===== config.mk =====
export PLATFORM = sky130hd
export DESIGN_NAME = gbsha_ttfir_host
export DESIGN_NICKNAME = d
export VERILOG_FILES = /design/src/rtl/gbsha_ttfir_host.sv
export SDC_FILE = /design/constraint.sdc
export NUM_CORES = 1
export LEC_CHECK = 0
export CAP_MARGIN = 40
export CORE_MARGIN = 10
export CORE_UTILIZATION = 28
export DETAILED_ROUTE_END_ITERATION = 8
export GPL_TIMING_DRIVEN = 0
export PLACE_DENSITY = 0.49
export RECOVER_POWER = 100
export SLEW_MARGIN = 10
export SYNTH_ARGS = -nofsm -noshare
export SYNTH_HDL_FRONTEND = slang
export SYNTH_SLANG_ARGS = --single-unit

===== constraint.sdc =====
create_clock -name clk -period 3 [get_ports clk]
set_input_delay 0.6 -clock clk [delete_from_list [all_inputs] [get_ports clk]]
set_output_delay 0.6 -clock clk [all_outputs]
set_load 0.03 [all_outputs]

===== src/rtl/gbsha_ttfir_host.sv =====
`default_nettype none
// ============================================================================
// Module  : gbsha_ttfir_host
// Brief   : Host adapter that drives a 4-tap TinyTapeout FIR filter over an
//           8-bit pin interface. It issues reset/configuration ticks,
//           streams one sample at a time and reconstructs a 13-bit result.
//           In low-bit mode this takes a second (drain) tick.
// Revision: 1.0 - initial release
// ============================================================================
module gbsha_ttfir_host #(
   parameter int N_TAPS = 4,
   parameter int BW_IN  = 6,
   parameter int BW_OUT = 8,
   parameter int BW_SUM = 13
) (
   input  logic                    clk,
   input  logic                    reset_n,
   input  logic                    cfg_valid,
   output logic                    cfg_ready,
   input  logic                    cfg_lsb,
   input  logic [N_TAPS*BW_IN-1:0] cfg_coef,
   input  logic                    s_valid,
   output logic                    s_ready,
   input  logic [BW_IN-1:0]        s_data,
   output logic                    y_valid,
   input  logic                    y_ready,
   output logic [BW_SUM-1:0]       y_data,
   output logic [BW_OUT-1:0]       fir_io_in,
   input  logic [BW_OUT-1:0]       fir_io_out,
   output logic                    busy
);

   typedef enum logic [3:0] {
      IDLE  = 4'd0,
      RST   = 4'd1,
      CFG   = 4'd2,
      READY = 4'd3,
      S_L   = 4'd4,
      S_H   = 4'd5,
      S_CAP = 4'd6,
      D_H   = 4'd7,
      D_CAP = 4'd8,
      OUT   = 4'd9
   } state_t;

   state_t                    r_state;
   state_t                    w_state_nx;
   logic                      r_phase;     // 0 = L cycle, 1 = H cycle of a tick
   logic                      w_phase_nx;
   logic [2:0]                r_tick;      // tick index within RST / CFG
   logic [2:0]                w_tick_nx;
   logic                      r_lsb;
   logic [N_TAPS*BW_IN-1:0]   r_coef;
   logic [BW_OUT-1:0]         r_hi;
   logic [BW_SUM-1:0]         r_y;
   logic [BW_OUT-1:0]         r_fir;
   logic [BW_OUT-1:0]         w_fir_nx;
   logic [BW_IN-1:0]          w_cfg_byte;
   logic                      w_cfg_hs;

   assign cfg_ready = (r_state == IDLE) || (r_state == READY);
   assign s_ready   = (r_state == READY);
   assign y_valid   = (r_state == OUT);
   assign busy      = (r_state == RST) || (r_state == CFG);
   assign y_data    = r_y;
   assign fir_io_in = r_fir;
   assign w_cfg_hs  = cfg_valid && cfg_ready;

   // Next-state logic: tick sequencing for RST/CFG and the sample pipeline.
   always_comb begin
      w_state_nx = r_state;
      w_phase_nx = r_phase;
      w_tick_nx  = r_tick;
      case (r_state)
         IDLE: begin
            if (w_cfg_hs) begin
               w_state_nx = RST;
               w_phase_nx = 1'b0;
               w_tick_nx  = 3'd0;
            end
         end
         READY: begin
            // Configuration wins over a simultaneous sample.
            if (w_cfg_hs) begin
               w_state_nx = RST;
               w_phase_nx = 1'b0;
               w_tick_nx  = 3'd0;
            end else if (s_valid) begin
               w_state_nx = S_L;
            end
         end
         RST: begin
            if (!r_phase) begin
               w_phase_nx = 1'b1;
            end else begin
               w_phase_nx = 1'b0;
               if (r_tick == 3'd1) begin
                  w_state_nx = CFG;
                  w_tick_nx  = 3'd0;
               end else begin
                  w_tick_nx  = r_tick + 3'd1;
               end
            end
         end
         CFG: begin
            if (!r_phase) begin
               w_phase_nx = 1'b1;
            end else begin
               w_phase_nx = 1'b0;
               if (r_tick == 3'd4) begin
                  w_state_nx = READY;
                  w_tick_nx  = 3'd0;
               end else begin
                  w_tick_nx  = r_tick + 3'd1;
               end
            end
         end
         S_L:     w_state_nx = S_H;
         S_H:     w_state_nx = S_CAP;
         // S_CAP doubles as the L half of the drain tick in low-bit mode.
         S_CAP:   w_state_nx = r_lsb ? D_H : OUT;
         D_H:     w_state_nx = D_CAP;
         D_CAP:   w_state_nx = OUT;
         OUT: begin
            if (y_ready) w_state_nx = READY;
         end
         default: w_state_nx = IDLE;
      endcase
   end

   // Configuration byte order: mode byte first, then h3 down to h0.
   always_comb begin
      w_cfg_byte = '0;
      case (w_tick_nx)
         3'd0:    w_cfg_byte = {5'b0, r_lsb};
         3'd1:    w_cfg_byte = r_coef[23:18];
         3'd2:    w_cfg_byte = r_coef[17:12];
         3'd3:    w_cfg_byte = r_coef[11:6];
         3'd4:    w_cfg_byte = r_coef[5:0];
         default: w_cfg_byte = '0;
      endcase
   end

   // Pin value for the next cycle; registered so the filter clock is glitch-free.
   always_comb begin
      w_fir_nx = '0;
      case (w_state_nx)
         RST:     w_fir_nx = {6'b0, 1'b1, w_phase_nx};
         CFG:     w_fir_nx = {w_cfg_byte, 1'b0, w_phase_nx};
         S_L:     w_fir_nx = {s_data, 2'b00};
         S_H:     w_fir_nx = {r_fir[7:1], 1'b1};
         D_H:     w_fir_nx = {r_fir[7:1], 1'b1};
         default: w_fir_nx = '0;
      endcase
   end

   // State, pin and result registers; async reset drops the filter clock at once.
   always_ff @(posedge clk or negedge reset_n) begin
      if (!reset_n) begin
         r_state <= IDLE;
         r_phase <= 1'b0;
         r_tick  <= 3'd0;
         r_lsb   <= 1'b0;
         r_coef  <= '0;
         r_hi    <= '0;
         r_y     <= '0;
         r_fir   <= '0;
      end else begin
         r_state <= w_state_nx;
         r_phase <= w_phase_nx;
         r_tick  <= w_tick_nx;
         r_fir   <= w_fir_nx;
         if (w_cfg_hs) begin
            r_lsb  <= cfg_lsb;
            r_coef <= cfg_coef;
         end
         if (r_state == S_CAP) begin
            r_hi <= fir_io_out;
            if (!r_lsb) r_y <= {fir_io_out, 5'b0};
         end
         // Sum bits [4:3] are not returned by the filter and read as zero.
         if (r_state == D_CAP) r_y <= {r_hi, 2'b00, fir_io_out[7:5]};
      end
   end

endmodule
`default_nettype wire


# After elaboration in Yosys (flattened, before gate mapping)
# Cells that the tools add are included.
[totals] reg_bits=62 latchBits=0 ram_bits=0 rom_bits=0 input_bits=44 out_inout_bits=25 wordCells=65 n_memories=0
[op_classes] add_sub_neg=1 multipliers=0 div_mod_pow=0 order_cmp=0 eq_ne=21 shifts=0 mux=24 bitwise=0 n_reduce_logical=10
[ops] op="$pmux W4 S10" n=1
[ops] op="$mux W13" n=3
[ops] op="$mux W4" n=9
[ops] op="$pmux W8 S4" n=1
[ops] op="$pmux W6 S5" n=1
[ops] op="$eq A4 B3 Y1 const B" n=7
[ops] op="$mux W3" n=5
[ops] op="$eq A4 B2 Y1 const B" n=3
[ops] op="$pmux W3 S3" n=1
[ops] op="$eq A4 B1 Y1 const B" n=2
[ops] op="$eq A4 B4 Y1 const B" n=2
[ops] op="$eq A3 B1 Y1 const B" n=2
[ops] op="$eq A3 B2 Y1 const B" n=2
[ops] op="$eq A3 B3 Y1 const B" n=2
[ops] op="$reduce_or A2 Y1" n=3
[ops] op="$logic_not A4 Y1" n=1
[ops] op="$add A3 B1 Y3 const B" n=1
[ops] op="$logic_not A3 Y1" n=1
[ops] op="$logic_or A1 B1 Y1" n=2
[ops] op="$mux W1" n=2
[ops] op="$ne A2 B1 Y1 const B" n=1
[ops] op="$pmux W1 S2" n=1
[ops] op="$reduce_and A2 Y1" n=1
[ops] op="$reduce_bool A2 Y1" n=1
[ops] op="$logic_and A1 B1 Y1" n=1

# Logic depth before layout (Yosys ltp)
# Gate-level depths: netlist of run 1.
[depth] word_depth=8 mapped_depth=9 depth_no_buf=9

# Worst setup path before layout of run 1
# Ideal clock, no wire load.
[synth_timing] path_type="register -> register" start="register r_state[3]" end="register r_fir[3] (netlist: fir_io_in[3])" setup_ns=0.124 arrival_ns=2.108 required_time_ns=2.876 setup_slack_ns=0.768 stages_incl_launch_ff=8 n_path_buf=0 synth_period_minus_slack_ns=2.232 path_cell_list="dfrtp_1 > or4b_4 > o32ai_4 > a22oi_4 > inv_4 > a21oi_2 > a22o_1 > a211o_1"
[synth_between] elab_chain_cells=8 elab_cells_between_ends=37 cone_classes="18 x eq/ne; 13 x mux; 6 x reduce/logical"
[synth_lines] item="start, declared" line_no="46" source="state_t r_state;"
[synth_lines] item="start signal, assigned" line_no="169" source="r_state <= w_state_nx;"
[synth_lines] item="$eq A4 B2 Y1 or $logic_not A4 Y1 (tied branches)" line_no="61, 74"
[synth_lines] item="$logic_or A1 B1 Y1" line_no="61" source="assign cfg_ready = (r_state == IDLE) || (r_state == READY);"
[synth_lines] item="$logic_and A1 B1 Y1" line_no="67" source="assign w_cfg_hs = cfg_valid && cfg_ready;"
[synth_lines] item="$mux W3" line_no="76, 84"
[synth_lines] item="$pmux W3 S3 *" line_no="74" source="case (r_state)"
[synth_lines] item="named net w_tick_nx[1]" line_no="51" source="logic [2:0] w_tick_nx;"
[synth_lines] item="$eq A3 B3 Y1 (tied with other cells)" line_no="134" source="case (w_tick_nx)"
[synth_lines] item="$pmux W6 S5 *" line_no="134"
[synth_lines] item="$pmux W8 S4 *" line_no="147" source="case (w_state_nx)"
[synth_lines] item="end signal, assigned" line_no="172" source="r_fir <= w_fir_nx;"
[synth_lines] item="end, declared" line_no="56" source="logic [BW_OUT-1:0] r_fir;"
# Mark *: on every way through the listed nets, which the timed path passes. The rest lies on a longest branch.
# A chain may end at the register's enable or synchronous reset.

# Worst setup path in the final report of run 1
[layout_timing] start="register r_state[0]" end="output busy"
[layout_between] elab_chain_cells=2 elab_cells_between_ends=3 cone_classes="2 x eq/ne; 1 x reduce/logical"
[layout_lines] item="$eq A4 B1 Y1 or $eq A4 B2 Y1 (tied branches)" line_no="64" source="assign busy = (r_state == RST) || (r_state == CFG);"
[layout_lines] item="$logic_or A1 B1 Y1 *" line_no="64"
[layout_lines] item="end, declared" line_no="30" source="output logic busy"
# Every way passes the cells marked *; elsewhere a longest branch is shown, timed or not.

==> impl_metrics.json, run 1 <==
{
  "cts-root-buf": "clkbuf_8",
  "rsz0062_at_grt": "no",
  "max_slew_margin": -0.0348,
  "path_clk_slew_ns": 0.07,
  "synth_cells": 246,
  "dpl.hpwl_mm": 5.82,
  "drv_cap": 1,
  "cts.path.max_buffers": 2,
  "cp_cell_sequence": "buf_4, xor2_1, nand2_1, inv_1, clkdlybuf4s50_1",
  "violations": "capacitance limit, slew limit",
  "p_leak_nw": 1.79,
  "antenna_found_initial": 0,
  "core-area_mm2": 0.0103,
  "fp.dieH_um": 123,
  "dieArea_mm2": 0.0151,
  "drtIter0Drc": 88,
  "grt_max_degree": 61,
  "critPathCapture": "busy",
  "clkPwrFrac": 0.176,
  "via_count": 2203,
  "crit_type": "flop to output port",
  "die_w_um": 123,
  "rrSetupSlack_ns": 0.35,
  "yosysWarnings": 0,
  "initial_core_util": 0.288,
  "max_freq_ghz": 0.356,
  "min_period_ns": 2.81,
  "synthArstFlopShare": 1.00,
  "ctsHoldBuffers": 0,
  "drcViolationCount": 0,
  "yosysSeqAreaShare": 0.505,
  "track_usage": 0.106,
  "synth_flop_cell": "dfrtp_1",
  "cp-startpoint": "r_state[0]$_DFF_PN0_",
  "synth_area_mm2": 0.00297,
  "finalNetCount": 371,
  "final_cells": 464,
  "wl_mm": 7.71,
  "diodes": 0,
  "setup_viol": 0,
  "tightestPinTransition_ns": 1.55,
  "p_seq_frac": 0.340,
  "syn_avg_cell_area_um2": 12.1,
  "ctsResizeCount": 0,
  "sw_frac_of_total": 0.396,
  "ioPinCount": 69,
  "dr.pass1.iters": 4,
  "synth_enable_flop_cells": 0,
  "postCtsSetupBuffers": 0,
  "clock-skew-final_ns": 0.0129,
  "routedWlPerCell_um": 16.6,
  "clock_sinks": 60,
  "synthTopCellsByArea": "dfrtp_1, mux2_2, mux2i_1",
  "yosysTopAreaCell": "dfrtp_1",
  "grt_pass1_wl_mm": 12.5,
  "slew_violations": 61,
  "synth_top_family_by_area": "multiplexers",
  "postRouteAntennaNets": 0,
  "yosysUniqueCellTypes": 55,
  "grt-ovfl-total": 0,
  "place_area_mm2": 0.00380,
  "hold_viol": 0,
  "cpMaxStageDelayCell": "clkdlybuf4s50_1",
  "ir_worst_vdd_mv": 0.317,
  "cts_tree": "yes",
  "area_growth_pct": 34.2,
  "synthSimpleGateAreaFrac": 0.118,
  "critPathLaunchType": "flop",
  "synth_mux_area_frac": 0.176,
  "rr_startpoint": "r_state[0]$_DFF_PN0_",
  "htreeDepth": 3,
  "critPathArrivalTime_ns": 2.21,
  "yosysTopAreaCellShare": 0.505,
  "port_buffers": 66,
  "synth_xor_area_frac": 0.00295,
  "synthAdderAreaFrac": 0.0126,
  "hp-start": "y_data[9]$_DFFE_PN0P_",
  "min_period_over_period": 0.936,
  "gp_congestion": 0.768,
  "drive_above_1_share": 0.195,
  "critPathMaxFanout": 10,
  "rows": 37,
  "dp_cells": 449,
  "power_frac_comb": 0.484,
  "stdcell_area_mm2": 0.00399,
  "synth_compound_area_frac": 0.152,
  "hold_path.class": "flop to flop",
  "clk_latency_ns": 0.34,
  "worst_setup_path_end_kind": "output port",
  "outcome": "finished with violations",
  "critPathRequiredTime_ns": 2.40,
  "internal_power_mw": 2.48,
  "viasPerCell": 4.75,
  "grt_pass1_vias": 2316,
  "reg2reg_to": "fir_io_in[7]$_DFFE_PN0P_",
  "synth-seq-cells": 60,
  "p_per_area_mw_per_mm2": 1030,
  "p_switching_mw": 1.62,
  "numCtsBuffers": 9,
  "worstRegToRegCells": 8,
  "max_stage_delay_ns": 0.67
}
-- cells by family after synthesis --
kind of cell | after synthesis
AOI/OAI and AO/OA | 56
xor gates and xnor gates | 1
adders and majority gates | 3
buffers and inverters | 21
DFF | 60
muxes | 48
other | 1
and+or+nand+nor | 56
-- stage by stage --
| step | total power [mW] | TNS (ns) | utilization | hold WS, ns | worst slack [ns] |
|---|---|---|---|---|---|
| 4_1_cts | 4.23 | 0 | 0.387 | 0.373 | 0.168 |
| 2_1_floorplan | 2.80 | 0 | - | 0.304 | 0.768 |
| 3_5_place_dp | 3.49 | 0 | 0.368 | 0.469 | 0.0192 |
| 6_report | 4.10 | 0 | 0.386 | 0.472 | 0.192 |
| 3_3_place_gp | 3.46 | -47.29 | 0.369 | 0.463 | -0.792 |
| 5_1_grt | 4.42 | 0 | 0.386 | 0.504 | 0.0428 |
-- routing by layer --
layer	part of all wire	up-vias	wire [um]	global-route usage
li1	-	1064	-	-
met1	0.45	1084	3490	0.135
met2	0.48	45	3740	0.167
met3	0.045	10	347	0.0255
met4	0.018	0	140	0.0502
met5	0	-	0	0
-- sequential cells by signal (all words and copies together) (netlist names) --
register	cells
r_lsb	1
r_hi	8
r_state	4
r_coef	24
fir_io_in	8
y_data	11
r_tick	3
r_phase	1
-- synth_stat cells (all sizes together) (2+ instances only) --
library cell / n
dfrtp: 60
mux2: 34
nand2: 16
a22o: 14
mux2i: 14
o21ai: 12
inv: 10
a21oi: 7
nor2b: 7
buf: 6
a211o: 5
clkbuf: 5
nor3b: 5
nor4: 5
a22oi: 3
ha: 3
nand2b: 3
nor3: 3
and2: 2
o32a: 2
or2: 2
or3: 2
or4b: 2
-- layout make-up --
class	count	area, um^2
Clock buffer	11	141
Fill cell	1047	6340
Inverter	10	40.0
Timing Repair Buffer	66	656
Clock inverter	4	50.0
Multi-Input combinational cell	166	1380
Sequential cell	60	1500
Tap cell	136	170
Buffer	11	53.8
-- critical path, delay by kind of cell, from the launching register on --
family	cells	cell delay (ns)
XOR/XNOR	1	0.36
buffers and inverters	3	0.95
flip-flops	1	0.38
AND/OR/NAND/NOR	1	0.19
-- placed cells by master (no fill, tap or decap), drive strengths merged, types with 4 or more instances in the layout --
cell	Yosys	routed
a22o	14	14
a211o	5	5
clkdlybuf4s50	0	42
a21oi	7	7
clkbuf	5	19
nor3b	5	5
inv	10	10
dfrtp	60	60
buf	6	4
mux2	34	34
nor4	5	5
mux2i	14	14
nand2	16	16
o21ai	12	12
nor2b	7	7
dlygate4sd3	0	23
-- worst min-delay path by stage --
stage	to	slack [ns]	cells past startpoint
floorplan	fir_io_in[0]$_DFF_PN0_	0.30	0
global placement	y_data[9]$_DFFE_PN0P_	0.46	2
detailed placement	y_data[9]$_DFFE_PN0P_	0.47	2
CTS	r_hi[1]$_DFFE_PN0N_	0.37	1
global route	y_data[5]$_DFFE_PN0P_	0.50	2
finish	y_data[9]$_DFFE_PN0P_	0.47	2
-- power groups by stage --
stage	Combinational [mW]	Clock (mW)	Sequential, mW
after floorplan	1.24	0	1.56
after global placement	2.05	0	1.41
after detailed placement	2.07	0	1.42
after CTS	2.07	0.745	1.41
after global routing	2.18	0.787	1.45
final	1.99	0.721	1.40
No activity file was read; power rests on OpenSTA's default activity.
==> inputs of run 2 (changes only) <==
==> constraint.sdc (replaced) <==
create_clock -name clk -period 3 [get_ports clk]
set_input_delay 0.75 -clock clk [delete_from_list [all_inputs] [get_ports clk]]
set_output_delay 0.75 -clock clk [all_outputs]
set_load 0.03 [all_outputs]
==> impl_metrics.json, run 2 (same netlist as run 1, synthesis figures left out) <==
{
  "setup_viol": 0,
  "port_buffers": 66,
  "hold_path.class": "flop to flop",
  "p_switching_mw": 1.63,
  "clock-skew-final_ns": 0.0129,
  "cts-root-buf": "clkbuf_8",
  "dp_cells": 449,
  "cts.path.max_buffers": 2,
  "power_frac_comb": 0.482,
  "wl_mm": 7.72,
  "tightestPinTransition_ns": 1.56,
  "met1_usage": 0.135,
  "critPathRequiredTime_ns": 2.25,
  "drive_above_1_share": 0.198,
  "via_count": 2206,
  "max_freq_ghz": 0.350,
  "antenna_found_initial": 0,
  "dpl.hpwl_mm": 5.82,
  "hp-start": "y_data[9]$_DFFE_PN0P_",
  "p_leak_nw": 1.79,
  "p_seq_frac": 0.341,
  "ir_worst_vdd_mv": 0.289,
  "drcViolationCount": 0,
  "cts_tree": "yes",
  "stdcell_area_mm2": 0.00399,
  "ioPinCount": 69,
  "core-area_mm2": 0.0103,
  "layout_common_cells": "dfrtp_1, clkdlybuf4s50_1, mux2_2, dlygate4sd3_1, nand2_1",
  "fp.dieH_um": 123,
  "path_clk_slew_ns": 0.07,
  "die_w_um": 123,
  "routedWlPerCell_um": 16.6,
  "postCtsSetupBuffers": 0,
  "reg2reg_to": "fir_io_in[7]$_DFFE_PN0P_",
  "violations": "capacitance limit, slew limit",
  "min_period_ns": 2.85,
  "clk_latency_ns": 0.34,
  "grt_pass1_wl_mm": 12.5,
  "dr.pass1.iters": 4,
  "rrSetupSlack_ns": 0.44,
  "total_power_mw": 4.10,
  "rows": 37,
  "min_to": "y_data[9]$_DFFE_PN0P_",
  "rr_startpoint": "r_tick[0]$_DFF_PN0_",
  "crit_type": "flop to output port",
  "initial_core_util": 0.288,
  "critPathLaunchType": "flop",
  "hold_viol": 0,
  "clock_sinks": 60,
  "p_per_area_mw_per_mm2": 1030,
  "min_period_over_period": 0.952,
  "final_cells": 464,
  "grt_max_degree": 61,
  "area_growth_pct": 34.3,
  "max_slew_margin": -0.0424,
  "largest_reg_flops": 24,
  "whs_path_depth": 2,
  "postRouteAntennaNets": 0,
  "gp_congestion": 0.768,
  "critPathMaxFanout": 10,
  "grtUsageMet2": 0.167,
  "finalNetCount": 371,
  "slew_violations": 61,
  "grt_pass1_vias": 2316,
  "rsz0062_at_grt": "no",
  "numCtsBuffers": 9,
  "critPathArrivalTime_ns": 2.10,
  "final_common_cell": "dfrtp_1",
  "drv_cap": 1,
  "sw_frac_of_total": 0.398,
  "grt-ovfl-total": 0,
  "worstRegToRegCells": 8,
  "clkPwrFrac": 0.176,
  "met3_usage": 0.0255,
  "drtIter0Drc": 86,
  "viasPerCell": 4.75,
  "busiest_layer": "met2",
  "worst_setup_path_end_kind": "output port",
  "top_register": "r_coef",
  "place_area_mm2": 0.00380,
  "dieArea_mm2": 0.0151,
  "outcome": "finished with violations",
  "diodes": 0,
  "htreeDepth": 3,
  "track_usage": 0.106,
  "internal_power_mw": 2.47
}
run 2: area by class of cell:
class                      instances  area, um^2
multi-input combinational        166        1380
fill                            1047        6330
sequential                        60        1500
clock inverter                     4        50.0
buffer                            11        53.8
inverter                          10        40.0
timing repair buffer              66         649
clock buffer                      11         141
tap                              136         170
run 2: metal layers:
metal / wire (um) / share of wire / vias up
li1: - / - / 1065
met1: 3480 / 0.45 / 1082
met2: 3740 / 0.48 / 49
met3: 354 / 0.046 / 10
met4: 140 / 0.018 / 0
met5: 0 / 0 / -
run 2: through the flow:
| step | TNS (ns) | hold slack (ns) | utilization | setup slack (ns) |
|---|---|---|---|---|
| 5_1_grt | 0 | 0.504 | 0.386 | 0.00307 |
| 2_1_floorplan | 0 | 0.454 | - | 0.768 |
| 3_3_place_gp | -57.02 | 0.463 | 0.369 | -0.942 |
| 4_1_cts | 0 | 0.486 | 0.387 | 0.0182 |
| 6_report | 0 | 0.472 | 0.386 | 0.145 |
| 3_5_place_dp | -0.700 | 0.469 | 0.368 | -0.131 |
run 2: timing repair:
action / in CTS / in global routing
hold endpoints to repair: 0 / 0
setup endpoints to repair: 0 / 1
hold buffers: 0 / 0
resized for setup: 0 / 2
run 2: how the worst max path moves through the flow:
stage	end	depth (start not counted)	startpoint
4_1_cts	busy	5	r_state[0]$_DFF_PN0_
3_3_place_gp	r_coef[6]$_DFFE_PN0P_	1	reset_n
2_1_floorplan	fir_io_in[3]$_DFFE_PN0P_	7	r_state[3]$_DFF_PN0_
6_report	y_valid	4	r_state[0]$_DFF_PN0_
5_1_grt	fir_io_in[7]$_DFFE_PN0P_	8	cfg_valid
3_5_place_dp	fir_io_in[6]$_DFFE_PN0P_	8	cfg_valid
run 2: critical path, stage by stage (launching register included):
cell and delay, ns:
dfrtp_1 0.35, buf_4 0.18, nor2b_1 0.30, and3b_1 0.20, dlygate4sd3_1 0.74
run 2: power groups by stage:
stage	clock (mW)	combinational (mW)	sequential [mW]
3_5_place_dp	0	2.07	1.42
5_1_grt	0.787	2.17	1.45
2_1_floorplan	0	1.24	1.56
3_3_place_gp	0	2.05	1.41
4_1_cts	0.745	2.07	1.41
6_report	0.721	1.98	1.40
